==> config.mk <==
export PLATFORM = sky130hd
export DESIGN_NAME = tcdm_xbar
export DESIGN_NICKNAME = d
export VERILOG_FILES = /design/src/rtl/tcdm_xbar_pkg.sv /design/src/rtl/tcdm_xbar_rr_arb.sv /design/src/rtl/tcdm_xbar.sv
export SDC_FILE = /design/constraint.sdc
export NUM_CORES = 1
export LEC_CHECK = 0
export BUFFER_PORTS_ARGS = -buffer_cell sky130_fd_sc_hd__clkbuf_2
export CAP_MARGIN = 20
export CORE_AREA = 3 3 423 425
export CTS_BUF_LIST = sky130_fd_sc_hd__clkbuf_4
export DETAILED_ROUTE_END_ITERATION = 8
export DIE_AREA = 0 0 426 428
export GPL_ROUTABILITY_DRIVEN = 0
export SLEW_MARGIN = 40
export SYNTH_ARGS = -nofsm -noshare
export SYNTH_HDL_FRONTEND = slang
export SYNTH_SLANG_ARGS = --single-unit
==> constraint.sdc <==
create_clock -name clk_i -period 6.7 [get_ports clk_i]
set_input_delay 1.005 -clock clk_i [delete_from_list [all_inputs] [get_ports clk_i]]
set_output_delay 1.005 -clock clk_i [all_outputs]
set_load 0.01 [all_outputs]
==> src/rtl/tcdm_xbar_pkg.sv <==
// rtl/tcdm_xbar_pkg.sv - shared helpers for the TCDM logarithmic crossbar
// Contents: idx_width() returns an index width that stays at least one bit wide.
package tcdm_xbar_pkg;

   // Width of an index into n entries; a single-entry range still gets one bit
   // so that pointer and select registers remain legal vectors.
   function automatic int unsigned idx_width(input int unsigned n);
      return (n > 1) ? $clog2(n) : 1;
   endfunction

endpackage

==> src/rtl/tcdm_xbar_rr_arb.sv <==
// rtl/tcdm_xbar_rr_arb.sv - per-bank round-robin arbiter with payload mux
// Ports:
//   clk_i, rst_i : clock, synchronous active-high reset
//   req_i        : one request bit per master
//   data_i       : packed payload per master
//   gnt_o        : one-hot grant (all zero when idle)
//   valid_o      : any request present (bank chip select)
//   data_o       : payload of the granted master, zero when idle
module tcdm_xbar_rr_arb
   import tcdm_xbar_pkg::*;
#(
   parameter int unsigned NumReq    = 4,
   parameter int unsigned DataWidth = 32
) (
   input  logic                 clk_i,
   input  logic                 rst_i,
   input  logic [NumReq-1:0]    req_i,
   input  logic [DataWidth-1:0] data_i [NumReq],
   output logic [NumReq-1:0]    gnt_o,
   output logic                 valid_o,
   output logic [DataWidth-1:0] data_o
);

   localparam int unsigned PtrW = idx_width(NumReq);

   logic [PtrW-1:0] ptr_q;
   logic [PtrW-1:0] win;
   logic            found;

   // Search starts at the pointer and wraps; the first requester found wins.
   always_comb begin : search
      int unsigned     idx;
      logic [PtrW-1:0] cand;
      idx   = 0;
      cand  = '0;
      win   = '0;
      found = 1'b0;
      for (int unsigned i = 0; i < NumReq; i++) begin
         idx = 32'(ptr_q) + i;
         if (idx >= NumReq) begin
            idx = idx - NumReq;
         end
         cand = PtrW'(idx);
         if (!found && req_i[cand]) begin
            found = 1'b1;
            win   = cand;
         end
      end
   end

   always_comb begin
      gnt_o   = '0;
      data_o  = '0;
      valid_o = found;
      if (found) begin
         gnt_o[win] = 1'b1;
         data_o     = data_i[win];
      end
   end

   // Winner moves to lowest priority; an idle bank keeps its pointer.
   always_ff @(posedge clk_i) begin
      if (rst_i) begin
         ptr_q <= '0;
      end else if (found) begin
         ptr_q <= (32'(win) == NumReq - 1) ? '0 : win + PtrW'(1);
      end
   end

endmodule

==> src/rtl/tcdm_xbar.sv <==
// rtl/tcdm_xbar.sv - single-cycle logarithmic crossbar from masters to interleaved TCDM banks
// Ports:
//   clk_i, rst_i                       : clock, synchronous active-high reset
//   req_i/add_i/wen_i/wdata_i/be_i     : master requests (byte address, 1 = load)
//   gnt_o                              : combinational grant per master
//   rvld_o/rdata_o                     : response one cycle after grant
//   cs_o/add_o/wen_o/wdata_o/be_o      : bank request (word address), zero when idle
//   rdata_i                            : bank read data, one cycle after cs_o
module tcdm_xbar
   import tcdm_xbar_pkg::*;
#(
   parameter int unsigned NumMaster    = 4,
   parameter int unsigned NumSlave     = 8,
   parameter int unsigned AddrWidth    = 32,
   parameter int unsigned DataWidth    = 32,
   parameter int unsigned BeWidth      = DataWidth / 8,
   parameter int unsigned AddrMemWidth = 12
) (
   input  logic                    clk_i,
   input  logic                    rst_i,
   input  logic [NumMaster-1:0]    req_i,
   input  logic [AddrWidth-1:0]    add_i   [NumMaster],
   input  logic [NumMaster-1:0]    wen_i,
   input  logic [DataWidth-1:0]    wdata_i [NumMaster],
   input  logic [BeWidth-1:0]      be_i    [NumMaster],
   output logic [NumMaster-1:0]    gnt_o,
   output logic [NumMaster-1:0]    rvld_o,
   output logic [DataWidth-1:0]    rdata_o [NumMaster],
   output logic [NumSlave-1:0]     cs_o,
   output logic [AddrMemWidth-1:0] add_o   [NumSlave],
   output logic [NumSlave-1:0]     wen_o,
   output logic [DataWidth-1:0]    wdata_o [NumSlave],
   output logic [BeWidth-1:0]      be_o    [NumSlave],
   input  logic [DataWidth-1:0]    rdata_i [NumSlave]
);

   localparam int unsigned AddrWordOff = $clog2(DataWidth / 8);
   localparam int unsigned SelW        = idx_width(NumSlave);
   localparam int unsigned PayW        = AddrMemWidth + 1 + BeWidth + DataWidth;

   if (AddrWordOff + SelW + AddrMemWidth > AddrWidth) begin : g_addr_check
      $error("tcdm_xbar: AddrWidth too small for bank select plus bank address");
   end

   logic [NumMaster-1:0]    req_act;
   logic [SelW-1:0]         sel      [NumMaster];
   logic [AddrMemWidth-1:0] bank_add [NumMaster];
   logic [PayW-1:0]         pay      [NumMaster];
   logic [NumMaster-1:0]    bank_req [NumSlave];
   logic [NumMaster-1:0]    bank_gnt [NumSlave];
   logic [PayW-1:0]         bank_pay [NumSlave];
   logic [NumMaster-1:0]    rvld_q;
   logic [SelW-1:0]         sel_q    [NumMaster];
   logic [NumMaster-1:0]    unused_add;

   // Requests are masked during reset so nothing pending is granted or answered.
   assign req_act = rst_i ? '0 : req_i;

   for (genvar j = 0; j < NumMaster; j++) begin : g_master
      assign sel[j]        = add_i[j][AddrWordOff +: SelW];
      assign bank_add[j]   = add_i[j][AddrWordOff + SelW +: AddrMemWidth];
      assign pay[j]        = {bank_add[j], wen_i[j], be_i[j], wdata_i[j]};
      // Byte-offset and upper address bits are intentionally ignored.
      assign unused_add[j] = ^add_i[j];
   end

   always_comb begin
      for (int k = 0; k < NumSlave; k++) begin
         for (int j = 0; j < NumMaster; j++) begin
            bank_req[k][j] = req_act[j] && (sel[j] == SelW'(k));
         end
      end
   end

   for (genvar k = 0; k < NumSlave; k++) begin : g_bank
      tcdm_xbar_rr_arb #(
         .NumReq    (NumMaster),
         .DataWidth (PayW)
      ) u_arb (
         .clk_i   (clk_i),
         .rst_i   (rst_i),
         .req_i   (bank_req[k]),
         .data_i  (pay),
         .gnt_o   (bank_gnt[k]),
         .valid_o (cs_o[k]),
         .data_o  (bank_pay[k])
      );
      assign {add_o[k], wen_o[k], be_o[k], wdata_o[k]} = bank_pay[k];
   end

   // Only the bank a master addresses can grant it.
   always_comb begin
      gnt_o = '0;
      for (int j = 0; j < NumMaster; j++) begin
         gnt_o[j] = bank_gnt[sel[j]][j];
      end
   end

   always_ff @(posedge clk_i) begin
      if (rst_i) begin
         rvld_q <= '0;
         for (int j = 0; j < NumMaster; j++) begin
            sel_q[j] <= '0;
         end
      end else begin
         rvld_q <= gnt_o;
         for (int j = 0; j < NumMaster; j++) begin
            if (gnt_o[j]) begin
               sel_q[j] <= sel[j];
            end
         end
      end
   end

   assign rvld_o = rvld_q;

   always_comb begin
      for (int j = 0; j < NumMaster; j++) begin
         rdata_o[j] = rdata_i[sel_q[j]];
      end
   end

endmodule

== After elaboration in Yosys (flattened, before gate mapping) ==
Memories as Yosys holds them, arrays and structs flattened.
Index checks and enable logic that the tools add are counted.

* Bits in registers: 20
* Latch bits: 0
* Bits in writable memories: 12
* Bits in read-only memories: 0
* Input port bits: 538
* Output and inout port bits: 536
* Word-level logic and storage cells: 585
* Memories kept: 1

{| class="wikitable"
|+ Memories
! memory !! words !! width !! read ports !! clocked after Yosys merged registers in !! write ports !! line !! text
|-
| sel_q || 4 || 3 || 4 || 0 || 4 || tcdm_xbar.sv:53 || <nowiki>logic [SelW-1:0] sel_q [NumMaster];</nowiki>
|}

* $add $sub $neg: 64
* Multiply operators: 0
* Divide/modulo/power cells: 0
* $lt $le $gt $ge: 96
* Equality and inequality tests: 36
* Shift-type cells: 0
* Mux-type cells: 267
* Bitwise gates (word level): 20
* Reductions and logical operators: 92

{| class="wikitable"
|+ Operators by type and width
! cell !! count
|-
| $mux 49 || 24
|-
| $bmux 49 s2 || 8
|-
| $bmux 32 s3 || 4
|-
| $mux 32 || 8
|-
| $mux 2 || 74
|-
| $lt 2x3->1 const B || 40
|-
| $ge 3x3->1 const B || 32
|-
| $mux 1 || 88
|-
| $bmux 1 s2 || 32
|-
| $logic_and 1x1->1 || 64
|-
| $sub 2x1->2 const B || 32
|-
| $add 2x2->3 const B || 16
|-
| $bmux 4 s3 || 4
|-
| $eq 3x3->1 const B || 16
|-
| $mux 4 || 11
|-
| $ge 4x4->1 const B || 8
|-
| $not 3->4 || 8
|-
| $add 2x1->3 const B || 8
|-
| $eq 3x2->1 const B || 8
|-
| $ge 2x3->1 const B || 8
|-
| $logic_not 1->1 || 24
|-
| $not 2->3 || 8
|-
| $mux 3 || 6
|-
| $add 2x1->2 const B || 8
|-
| other kinds (6) || 36
|}

== Depth between registers and ports, before layout ==
* Word-level depth: 26
* Depth in mapped cells: 15
* Depth with buffers taken out: 11

== Cells and area by module ==
From an unflattened synthesis, not the netlist that was laid out.

* Cell total of the unflattened synthesis: 2,204
* Area, all modules: 23,978.0 µm²

{| class="wikitable"
|+ By module, submodules not included
! module !! times used !! cells each !! area each (µm²) !! sequential area each (µm²)
|-
| tcdm_xbar_rr_arb || 8 || 201 || 1,806.7 || 40.0
|-
| tcdm_xbar || 1 || 596 || 9,524.1 || 440.4
|}

== Worst setup path before layout ==
No wires, ideal clock.

* Kind: in2out
* Start point: input port add_i[100] (netlist name)
* End point: output port gnt_o[2]
* Data arrival time: 3,245 ps
* Required time: 5,695 ps
* Setup slack: 2,450 ps
* Stages on the path: 13
* Path buffers: 4
* Cells stage by stage: buf_2 > or3b_1 > buf_2 > or3_4 > nand2_1 > a31oi_1 > buf_4 > buf_6 > ha_1 > and3_1 > o21ai_0 > nand4_1 > mux2_2

* Word-level cells in the longest chain between the ends: 22
* Elaborated cells between the ends (all ways): 243
* Classes of those cells: 16 x order compare; 7 x eq/ne; 155 x mux; 65 x reduce/logical

{| class="wikitable"
|+ RTL lines
! element !! line !! text
|-
| start: declaration || tcdm_xbar.sv:22 || <nowiki>input logic [AddrWidth-1:0] add_i [NumMaster],</nowiki>
|-
| $eq 3x3->1, or another cell as far along || tcdm_xbar.sv:70 || <nowiki>bank_req[k][j] = req_act[j] && (sel[j] == SelW'(k));</nowiki>
|-
| $logic_and 1x1->1 || tcdm_xbar.sv:70 ||
|-
| $bmux 1 s2 || tcdm_xbar_rr_arb.sv:44 || <nowiki>if (!found && req_i[cand]) begin</nowiki>
|-
| $mux 1 (implied by the code) || tcdm_xbar_rr_arb.sv:44 ||
|-
| $mux 1 || tcdm_xbar_rr_arb.sv:44 ||
|-
| $logic_not 1->1 || tcdm_xbar_rr_arb.sv:44 ||
|-
| $logic_and 1x1->1 || tcdm_xbar_rr_arb.sv:44 ||
|-
| $mux 1 || tcdm_xbar_rr_arb.sv:44 ||
|-
| [5 not listed] || n/a ||
|-
| $mux 2 || tcdm_xbar_rr_arb.sv:44 ||
|-
| $lt 2x3->1 (implied by the code) or $ge 2x1->1 (tied branches) || tcdm_xbar_rr_arb.sv:56 || <nowiki>gnt_o[win] = 1'b1;</nowiki>
|-
| $logic_and 1x1->1 (implied by the code) || tcdm_xbar_rr_arb.sv:56 ||
|-
| $mux 1 (implied by the code) || tcdm_xbar_rr_arb.sv:56 ||
|-
| $demux 1 s2 || n/a ||
|-
| $mux 4 || tcdm_xbar_rr_arb.sv:55 || <nowiki>if (found) begin</nowiki>
|-
| $bmux 4 s3 * || tcdm_xbar.sv:95 || <nowiki>gnt_o[j] = bank_gnt[sel[j]][j];</nowiki>
|-
| $mux 3 (implied by the code) * (2 in series) || tcdm_xbar.sv:95 ||
|-
| end: declaration || tcdm_xbar.sv:26 || <nowiki>output logic [NumMaster-1:0] gnt_o,</nowiki>
|}

Mark *: on every way between the ends. The rest lies on a longest branch, timed or not. The select of a mux whose other input is x is not followed.

==> metrics <==
run status=complete, no violations; largest net degree at the start of global routing=76; Hold Path Class=flop to flop; all-layer global routing usage=0.146; post-synth top area cell=mux2i_1; Max transition margin=0.344; share of the synthesized area in the top cell type=0.344; Reg2Reg Depth=11; fin nets=3592; P&R area growth vs syn=30.0%; CP required=5690 ps; Post-DP HPWL=108000 um; # setup viols final=0; Max Slew Vio Count=0; Final ANT Viol Nets=0; initial antenna violation count=24; clock-pin transition on the worst setup and hold timing paths=130 ps; Worst VDD drop=0.0767 mV; share of cells above drive strength 1=0.503; TNS Setup=0 ps; placed cells=5354; M3 GR Usage=0.0310; Fin. Hold Viols=0; core footprint=176000 um^2; global route hottest layer=met2; FFs w/ async S/R, synth=0; first-pass GRT wire length=194000 um; via count=26.0k; synth top area cells=mux2i_1 34%, mux4_2 25%, o22ai_1 11%; num ports=1074; total die area=182000 um^2; Synth Instances=2409; Hold Crit Depth=2; Leak Pwr=15.5 nW; Cell Area, Synth=22800 um^2; Slew @ Worst Pin=985 ps; most frequent cell after synthesis=mux2i_1; TritonCTS sink count=32; number of CTS-inserted buffers=5; CP max-delay cell=nand2b_1; Max Clock Skew=37.3 ps; Top FF cell, synth=dfxtp_1; syn nets=2979; H-tree Lvls=2; post-synth cell types=55; worst r2r src=g_bank[6].u_arb.ptr_q[1]; total power=2.47 mW; Max Cap Viol=0; Port-buffer cells=1005; gr ovfl total=0; TritonCTS clock tree=built; num rows=154; Seq/Total Area, Yosys=0.0333; power per cell area=83.2 nW/um^2; CTS root buffer=clkbuf_4; most frequent cells after synthesis=785 x mux2i_1, 411 x o22ai_1, 256 x mux4_2, 244 x clkbuf_1, 136 x mux2_2; critical path cell sequence=clkbuf_2 -> nand2b_1 -> o32ai_1 -> a21oi_1 -> o21ai_4 -> buf_12 -> buf_12 -> mux2i_1 -> o22ai_1 -> clkbuf_2; f_max=183 MHz; DRT Wirelength=142000 um; Worst Setup Slack post-DPL=1330 ps; Finished Layout Cells=5381; Wirelength per Cell=26.5 um; Worst Path Arrival=4460 ps; FF+latch count, synth=32; met2 usage=0.257; filler instances=19.7k; Die Span Y=428 um; Worst-Skew Late Latency=380 ps; RSZ-0062 raised after global routing=no; Hold Buf Count CTS=0; Critical path origin=rst_i; Starting Density=0.130; CP Capture Type=primary output; critical path peak fanout=48; Tmin final=5460 ps; Detailed Routing Iterations Pass 1=7; Avg Cell Area, Syn=9.48 um^2; number of synthesized flops with an enable pin=12; final critical-path share of the clock period=0.815; Worst Hold Launch=g_bank[3].u_arb.ptr_q[1]; post-CTS setup buffers=0; post-CTS resize count=0; Setup crit start kind=input port; Via density=4.84; post-route setup slack=1240 ps; met1 usage=0.165; drt initial violations=2611; DRC errors left=0; Die W=426 um; vias in the first global route=24.9k; Crit Path Class=input port to primary output; Clock Path Buffers=2; Yosys warnings=0; CP max stage delay=570 ps
where the power goes:
group	total, mW	internal, mW	switching, mW
combinational	2.11	0.890	1.22
sequential	0.224	0.211	0.0137
clock	0.132	0.0414	0.0910
state kept, by name, indices dropped and copies added (netlist names):
signal              flops
rvld_o                  4
g_bank.u_arb.ptr_q     16
sel_q                  12
cells by family after synthesis:
logic type	count (synthesis)	synth area share
AOI/OAI and AO/OA	505	0.144
adders and majority gates	32	0.0175
buffers and inverters	501	0.104
DFF	32	0.0333
muxes	1177	0.663
and+or+nand+nor	162	0.0380
layout by cell type, fill, tap and decap left out, types with 6 or more instances in the layout:
cell type	instances
mux2i_1	785
o32a_1	6
a21oi_1	15
o22ai_1	410
or2_1	14
o21ai_0	9
or2_2	6
nand2_1	8
mux2_2	136
diode_2	18
nor2_1	48
edfxtp_1	12
nand3b_1	7
mux4_2	256
o2111ai_1	13
inv_1	23
o211ai_1	16
buf_4	51
clkbuf_2	1005
ha_1	32
nor3_1	21
buf_12	20
o21ai_4	10
and2_1	12
dfxtp_1	20
worst max-delay path, delay by kind of cell:
kind,cells,cell delay [ps]
AO/OA/AOI/OAI,4,1320
multiplexers,1,130
buffers and inverters,4,1250
AND/OR/NAND/NOR,1,570
final timing paths:
check                             end  slack [ps]
max                      wdata_o[128]        1240
min          g_bank[3].u_arb.ptr_q[1]         510
max reg2reg               sel_q[2][1]        3650
min reg2reg  g_bank[3].u_arb.ptr_q[1]         510
final cells by class:
class,instances,area [um^2],share of cell area
antenna,18,45.0,0.00152
timing repair buffer,1078,5860,0.197
sequential,32,761,0.0256
multi-input combinational,1876,19900,0.671
inverter,29,109,0.00367
tap,2340,2930,0.0986
clock buffer,5,37.5,0.00126
clock inverter,3,23.8,0.000800
through the flow:
stage / hold slack (ps) / utilization / area, um^2
after floorplan: 458 / - / 22800
after global placement: 487 / 0.168 / 29500
after detailed placement: 494 / 0.168 / 29600
after CTS: 513 / 0.169 / 29600
after global routing: 539 / 0.169 / 29700
final: 513 / 0.169 / 29700
layer usage:
layer / vias up / wire length (um)
li1: 10800 / -
met1: 12900 / 51000
met2: 1855 / 70500
met3: 394 / 12600
met4: 6 / 8370
met5: - / 29
Power figures use the tool's default switching activity.
